**src/rtl/mem_wait_stage_pkg.sv**
```systemverilog
// Shared constants for the memory-wait stage: ld_op layout, size codes,
// FSM encoding and bus-width helpers.
package mem_wait_stage_pkg;

  // ld_op field layout: [3] load, [2] unsigned, [1:0] size
  localparam int LD_LOAD_BIT = 3;
  localparam int LD_UNS_BIT  = 2;

  localparam logic [1:0] SZ_BYTE  = 2'd0;
  localparam logic [1:0] SZ_HALF  = 2'd1;
  localparam logic [1:0] SZ_WORD  = 2'd2;
  localparam logic [1:0] SZ_DWORD = 2'd3;

  // FSM encoding
  localparam logic [1:0] ST_IDLE = 2'd0;
  localparam logic [1:0] ST_WAIT = 2'd1;
  localparam logic [1:0] ST_FULL = 2'd2;

  // fixed field widths
  localparam int PC_W    = 32;
  localparam int VADDR_W = 32;
  localparam int DEST_W  = 5;
  localparam int LD_OP_W = 4;

  // {pc, rf_wdata, gr_we, dest, ld_op, vaddr, ex, mem_req, side}
  function automatic int em_bus_w(input int data_w, input int side_w);
    return PC_W + data_w + 1 + DEST_W + LD_OP_W + VADDR_W + 1 + 1 + side_w;
  endfunction

  // {pc, final_result, gr_we, dest, vaddr, ex, side}
  function automatic int mw_bus_w(input int data_w, input int side_w);
    return PC_W + data_w + 1 + DEST_W + VADDR_W + 1 + side_w;
  endfunction

  // {fwd_dest, fwd_data, fwd_pending}
  function automatic int md_bus_w(input int data_w);
    return DEST_W + data_w + 1;
  endfunction

  // number of address bits selecting a byte lane within one data word
  function automatic int lane_w(input int data_w);
    return $clog2(data_w / 8);
  endfunction

endpackage

```
**src/rtl/mem_wait_stage_load_align.sv**
```systemverilog
// load_align: picks the addressed lane out of a returned data word and
// zero/sign-extends it to DATA_W according to ld_op.
module load_align
  import mem_wait_stage_pkg::*;
#(
  parameter int  DATA_W = 32,
  localparam int OFF_W  = lane_w(DATA_W)
) (
  input  logic [DATA_W-1:0]  rdata,
  input  logic [OFF_W-1:0]   lane,
  input  logic [LD_OP_W-1:0] ld_op,
  output logic [DATA_W-1:0]  data
);

  localparam int SHW = $clog2(DATA_W) + 1;

  logic [DATA_W-1:0]        shifted;
  logic [DATA_W-1:0]        left;
  logic [DATA_W-1:0]        zext;
  logic signed [DATA_W-1:0] sext;
  logic [SHW-1:0]           sh;

  // sh = DATA_W minus the access width; dword folds to word on 32-bit data
  always_comb begin
    sh = SHW'(DATA_W - 32);
    case (ld_op[1:0])
      SZ_BYTE:  sh = SHW'(DATA_W - 8);
      SZ_HALF:  sh = SHW'(DATA_W - 16);
      SZ_WORD:  sh = SHW'(DATA_W - 32);
      default:  sh = (DATA_W == 64) ? SHW'(0) : SHW'(DATA_W - 32);
    endcase
  end

  // bring the lane to bit 0, park the field at the MSB, then shift back
  // logically or arithmetically to get the extension for free
  always_comb begin
    shifted = rdata >> {lane, 3'b000};
    left    = shifted << sh;
    zext    = left >> sh;
    sext    = $signed(left) >>> sh;
    data    = ld_op[LD_UNS_BIT] ? zext : sext;
  end

endmodule

```
**src/rtl/mem_wait_stage.sv**
```systemverilog
// mem_wait_stage: holds one instruction between EX and WB, waits for the
// data SRAM response when it issued a request, aligns load data and drops
// responses belonging to flushed requests.
module mem_wait_stage
  import mem_wait_stage_pkg::*;
#(
  parameter int  DATA_W      = 32,
  parameter int  SIDE_W      = 80,
  parameter int  FLUSH_CNT_W = 2,
  localparam int EM_W        = em_bus_w(DATA_W, SIDE_W),
  localparam int MW_W        = mw_bus_w(DATA_W, SIDE_W),
  localparam int MD_W        = md_bus_w(DATA_W)
) (
  input  logic              clk,
  input  logic              rstn,
  input  logic              EM_valid,
  input  logic [EM_W-1:0]   EM_BUS,
  output logic              M_allowin,
  input  logic              data_sram_data_ok,
  input  logic [DATA_W-1:0] data_sram_rdata,
  input  logic              ex_en,
  input  logic              W_allowin,
  output logic              MW_valid,
  output logic [MW_W-1:0]   MW_BUS,
  output logic [MD_W-1:0]   MD_for_BUS
);

  localparam int OFF_W = lane_w(DATA_W);
  localparam logic [FLUSH_CNT_W-1:0] STALE_MAX = '1;

  // unpacked upstream fields
  logic [PC_W-1:0]    in_pc;
  logic [DATA_W-1:0]  in_rf_wdata;
  logic               in_gr_we;
  logic [DEST_W-1:0]  in_dest;
  logic [LD_OP_W-1:0] in_ld_op;
  logic [VADDR_W-1:0] in_vaddr;
  logic               in_ex;
  logic               in_mem_req;
  logic [SIDE_W-1:0]  in_side;

  assign {in_pc, in_rf_wdata, in_gr_we, in_dest, in_ld_op,
          in_vaddr, in_ex, in_mem_req, in_side} = EM_BUS;

  // stage registers
  logic [1:0]             state, state_nxt;
  logic [FLUSH_CNT_W-1:0] stale_cnt;
  logic [PC_W-1:0]        pc_q;
  logic [DATA_W-1:0]      rf_wdata_q;
  logic                   gr_we_q;
  logic [DEST_W-1:0]      dest_q;
  logic [LD_OP_W-1:0]     ld_op_q;
  logic [VADDR_W-1:0]     vaddr_q;
  logic                   ex_q;
  logic [SIDE_W-1:0]      side_q;
  logic [DATA_W-1:0]      rdata_q;

  logic              accept;
  logic              stale_any;
  logic              resp_take;
  logic              stale_inc;
  logic              stale_dec;
  logic [DATA_W-1:0] load_data;
  logic [DATA_W-1:0] final_result;

  assign stale_any = (stale_cnt != '0);

  // a stale response must drain before any new request can be issued
  assign M_allowin = !stale_any &&
                     ((state == ST_IDLE) || ((state == ST_FULL) && W_allowin));

  // an instruction arriving under a flush belongs to the flushed path
  assign accept = EM_valid && M_allowin && !ex_en;

  // the response in WAIT belongs to us only when nothing stale is ahead
  assign resp_take = (state == ST_WAIT) && data_sram_data_ok && !stale_any;

  // a flush while still waiting leaves one response in flight to discard
  assign stale_inc = (state == ST_WAIT) && ex_en && !data_sram_data_ok;
  assign stale_dec = stale_any && data_sram_data_ok;

  // next-state: flush wins, otherwise fill, complete or drain
  always_comb begin
    state_nxt = state;
    if (ex_en) begin
      state_nxt = ST_IDLE;
    end else begin
      case (state)
        ST_IDLE: begin
          if (accept)
            state_nxt = (in_mem_req && !in_ex) ? ST_WAIT : ST_FULL;
        end
        ST_WAIT: begin
          if (resp_take)
            state_nxt = ST_FULL;
        end
        ST_FULL: begin
          if (W_allowin) begin
            if (accept)
              state_nxt = (in_mem_req && !in_ex) ? ST_WAIT : ST_FULL;
            else
              state_nxt = ST_IDLE;
          end
        end
        default: state_nxt = ST_IDLE;
      endcase
    end
  end

  // state register
  always_ff @(posedge clk or negedge rstn) begin
    if (!rstn) state <= ST_IDLE;
    else       state <= state_nxt;
  end

  // stale-response counter, saturating in both directions
  always_ff @(posedge clk or negedge rstn) begin
    if (!rstn) begin
      stale_cnt <= '0;
    end else if (stale_inc && !stale_dec) begin
      if (stale_cnt != STALE_MAX) stale_cnt <= stale_cnt + 1'b1;
    end else if (stale_dec && !stale_inc) begin
      stale_cnt <= stale_cnt - 1'b1;
    end
  end

  // instruction payload, loaded only on acceptance so it holds under stall
  always_ff @(posedge clk or negedge rstn) begin
    if (!rstn) begin
      pc_q       <= '0;
      rf_wdata_q <= '0;
      gr_we_q    <= 1'b0;
      dest_q     <= '0;
      ld_op_q    <= '0;
      vaddr_q    <= '0;
      ex_q       <= 1'b0;
      side_q     <= '0;
    end else if (accept) begin
      pc_q       <= in_pc;
      rf_wdata_q <= in_rf_wdata;
      gr_we_q    <= in_gr_we;
      dest_q     <= in_dest;
      ld_op_q    <= in_ld_op;
      vaddr_q    <= in_vaddr;
      ex_q       <= in_ex;
      side_q     <= in_side;
    end
  end

  // response holding register, written in the data_ok cycle
  always_ff @(posedge clk or negedge rstn) begin
    if (!rstn)          rdata_q <= '0;
    else if (resp_take) rdata_q <= data_sram_rdata;
  end

  load_align #(
    .DATA_W (DATA_W)
  ) u_load_align (
    .rdata (rdata_q),
    .lane  (vaddr_q[OFF_W-1:0]),
    .ld_op (ld_op_q),
    .data  (load_data)
  );

  assign final_result = ld_op_q[LD_LOAD_BIT] ? load_data : rf_wdata_q;

  assign MW_valid = (state == ST_FULL);
  assign MW_BUS   = {pc_q, final_result, gr_we_q, dest_q, vaddr_q, ex_q, side_q};

  // forwarding: dest only while occupied, pending while a load is in flight
  assign MD_for_BUS = {((state != ST_IDLE) && gr_we_q) ? dest_q : {DEST_W{1'b0}},
                       final_result,
                       (state == ST_WAIT) && ld_op_q[LD_LOAD_BIT]};

endmodule
```
**config.mk**
```make
export PLATFORM = sky130hd
export DESIGN_NAME = mem_wait_stage
export DESIGN_NICKNAME = d
export VERILOG_FILES = /design/src/rtl/mem_wait_stage_pkg.sv /design/src/rtl/mem_wait_stage_load_align.sv /design/src/rtl/mem_wait_stage.sv
export SDC_FILE = /design/constraint.sdc
export NUM_CORES = 1
export LEC_CHECK = 0
export ABC_CLOCK_PERIOD_IN_PS = 2020
export CORE_AREA = 2 2 173 175
export DETAILED_ROUTE_END_ITERATION = 8
export DIE_AREA = 0 0 175 177
export GPL_ROUTABILITY_DRIVEN = 0
export PLACE_DENSITY_LB_ADDON = 0.2
export REMOVE_ABC_BUFFERS = 1
export SLEW_MARGIN = 30
export SYNTH_ARGS = -nofsm -noshare
export SYNTH_HDL_FRONTEND = slang
export SYNTH_SLANG_ARGS = --single-unit
```
**constraint.sdc**
```tcl
create_clock -name clk -period 2.02 [get_ports clk]
set_input_delay 0.404 -clock clk [delete_from_list [all_inputs] [get_ports clk]]
set_output_delay 0.404 -clock clk [all_outputs]
set_load 0.005 [all_outputs]
```
==> summary.txt <==
Commonest cells post-synth -> dfrtp_1, mux2_2, mux2_1
startpoint types -> flop
critical path type -> flop to primary output
Clock Root Buffer -> clkbuf_16
Setup TNS -> -58.55 ns
clock sink total -> 223
Final #Nets -> 1456
Tcrit/Tclk final -> 137%
Die ar. -> 31000 um^2
post-synth top area cell -> dfrtp_1
dpl hpwl -> 23100 um
static leakage -> 7.97 nW
via count of the routed design -> 7748
total CTS buffers -> 27
Peak VDD IR -> 0.724 mV
antenna-violating nets left -> 0
final hold vios -> 0
# IOs -> 449
Die H -> 177 um
Slowest-stage cell, CP -> mux4_2
reg2reg path depth -> 8
Unique masters post-synth -> 38
Final Instance Count excl. Fillers -> 1642
Critical Path End Type -> primary output
H-tree Lvls -> 1
vias in the first global route -> 8085
WP buf/inv -> 3
total power -> 19.8 mW
cell count after synthesis -> 675
CTS tree -> done
first-pass GRT wire length -> 47700 um
Worst Path Arrival -> 2.36 ns
worst r2r src -> state[0]
Avg WL per Cell -> 21.4 um
Detailed Route WL -> 35100 um
PortBufs -> 448
Placed Cells incl. Taps -> 1508
worst setup margin -> -0.741 ns
clock slew at reported path FFs -> 0.06 ns
Clock Skews -> 0.00825 ns
max-cap violations -> 0
failing checks -> setup timing
reg2reg setup slack -> -0.17 ns
EDFF count, synth -> 0
Syn Area/Cell -> 14.4 um^2
register bit count reported by yosys -> 223
Crit Path Max Fanout -> 8
Core ar. -> 29200 um^2
Worst path max stage delay -> 0.56 ns
Starting Density -> 33.3%
Yosys top cell area share -> 57.4%
Hold WC Path Type -> primary input to asynchronous set/reset pin
layout cell share with drive strength beyond 1 -> 43.1%
most common cell in the netlist -> dfrtp_1
Hold WS -> 0.426 ns
initial antenna violation count -> 3
synth-to-layout area growth -> 83.3%
DIE WIDTH -> 175 um
cell-by-cell trace of the critical path -> mux4_2, and2_4, o21ai_4, buf_12, buf_6, o221ai_4, buf_2
RR Endpoint -> ld_op_q[1]
DR pass1 iterations -> 4
Crit path max-delay family -> multiplexers
DRC viols -> 0
initial drt markers -> 274
pin count of the biggest net entering global routing -> 56
all-layer global routing usage -> 20.0%
top post-synthesis cells by area -> dfrtp_1, mux2_2, mux2_1, buf_4, buf_8
dpl ws -> -0.799 ns
most common flop cell mapped by yosys -> dfrtp_1
row count -> 63
synth warn -> 0
max frequency -> 362 MHz
Rel. slew slack -> 67.0%
post-synthesis instance area -> 9730 um^2
Via-to-Cell Ratio -> 4.72
Max Slew Vio Count -> 0
Setup violations, final -> 252
asr flop ratio synth -> 100%
clock buffer depth -> 3
Clock Latency Late Sink -> 0.53 ns
power per cell area -> 1110 nW/um^2
status -> finished, violations left
post-layout minimum cycle time -> 2.76 ns
worst slew pin tran -> 0.495 ns
RSZ-0062 raised after global routing -> true
total gr overflow -> 0
register area share after synthesis -> 57.4%
required time of the critical path -> 1.62 ns
-- per-layer routing --
metal / global-route usage, % / share of wire (%)
met1: 22.7 / 38
met2: 35.3 / 50
met3: 7.45 / 9.2
met4: 5.59 / 2.4
met5: 0 / 0.037
-- how the worst max path moves through the flow --
stage | cells after the start | slack (ns) | start | endpoint
after floorplan | 4 | -4.05 | W_allowin | dest_q[4]
after global placement | 6 | -0.77 | vaddr_q[0] | MD_for_BUS[12]
after detailed placement | 6 | -0.80 | vaddr_q[0] | MD_for_BUS[12]
after CTS | 7 | -0.80 | vaddr_q[0] | MW_BUS[136]
after global routing | 7 | -0.82 | vaddr_q[0] | MW_BUS[138]
final | 7 | -0.74 | vaddr_q[0] | MD_for_BUS[22]
-- state kept, by name (all words and copies together) (netlist names) --
name / flops
dest_q: 5
ld_op_q: 4
pc_q: 32
state: 2
side_q: 80
gr_we_q: 1
vaddr_q: 32
rdata_q: 32
rf_wdata_q: 32
ex_q: 1
stale_cnt: 2
-- cells by family after synthesis --
family | synth area share, %
muxes | 28.2
buffers and inverters | 6.46
and+or+nand+nor | 3.56
AOI/OAI and AO/OA | 4.46
DFF | 57.4
-- area by class of cell --
type                            instances  area, um^2
Antenna cell                            2        5.00
Clock buffer                           44         810
Clock inverter                          5        75.1
Fill cell                            2302       11400
Inverter                               12        47.5
Multi-Input combinational cell        368        4580
Sequential cell                       223        5580
Tap cell                              390         488
Timing Repair Buffer                  598        6240
-- metrics by stage --
stage	utilization (%)	instance area, um^2
final	61.0	17800
after floorplan	-	9150
after CTS	55.1	16100
after global placement	50.6	14800
after global routing	61.0	17800
after detailed placement	50.6	14800
-- layout by cell type, fill, tap and decap left out, drive strengths merged, types with 2 or more instances in the layout --
master	n
clkdlybuf4s50	373
mux2	227
dfrtp	223
buf	182
clkbuf	74
nor2b	23
a21oi	23
mux2i	16
nand2	13
inv	12
nor2	9
a211oi	9
o221ai	8
and2	7
o21ai	6
nand3b	4
o211ai	4
dlymetal6s2s	4
clkdlybuf4s15	4
dlygate4sd2	4
a31o	4
clkinv	3
diode	2
bufinv	2
nor3b	2
nand3	2
-- power by group --
part | total [mW] | leakage [nW] | internal, mW | switching, mW
sequential | 6.57 | 2.65 | 5.72 | 0.852
clock | 4.87 | 0.435 | 2.97 | 1.91
combinational | 8.36 | 4.88 | 5.48 | 2.88
-- timing repair --
item,4_1_cts,5_1_grt
resized for setup,309,287
pin swaps,20,15
gates cloned,3,20
buffers inserted,27,36
hold buffers,1,0
endpoints found under the hold margin,46,0
setup endpoints to repair,74,212
Note: power is estimated with default switching activity, not from simulation.
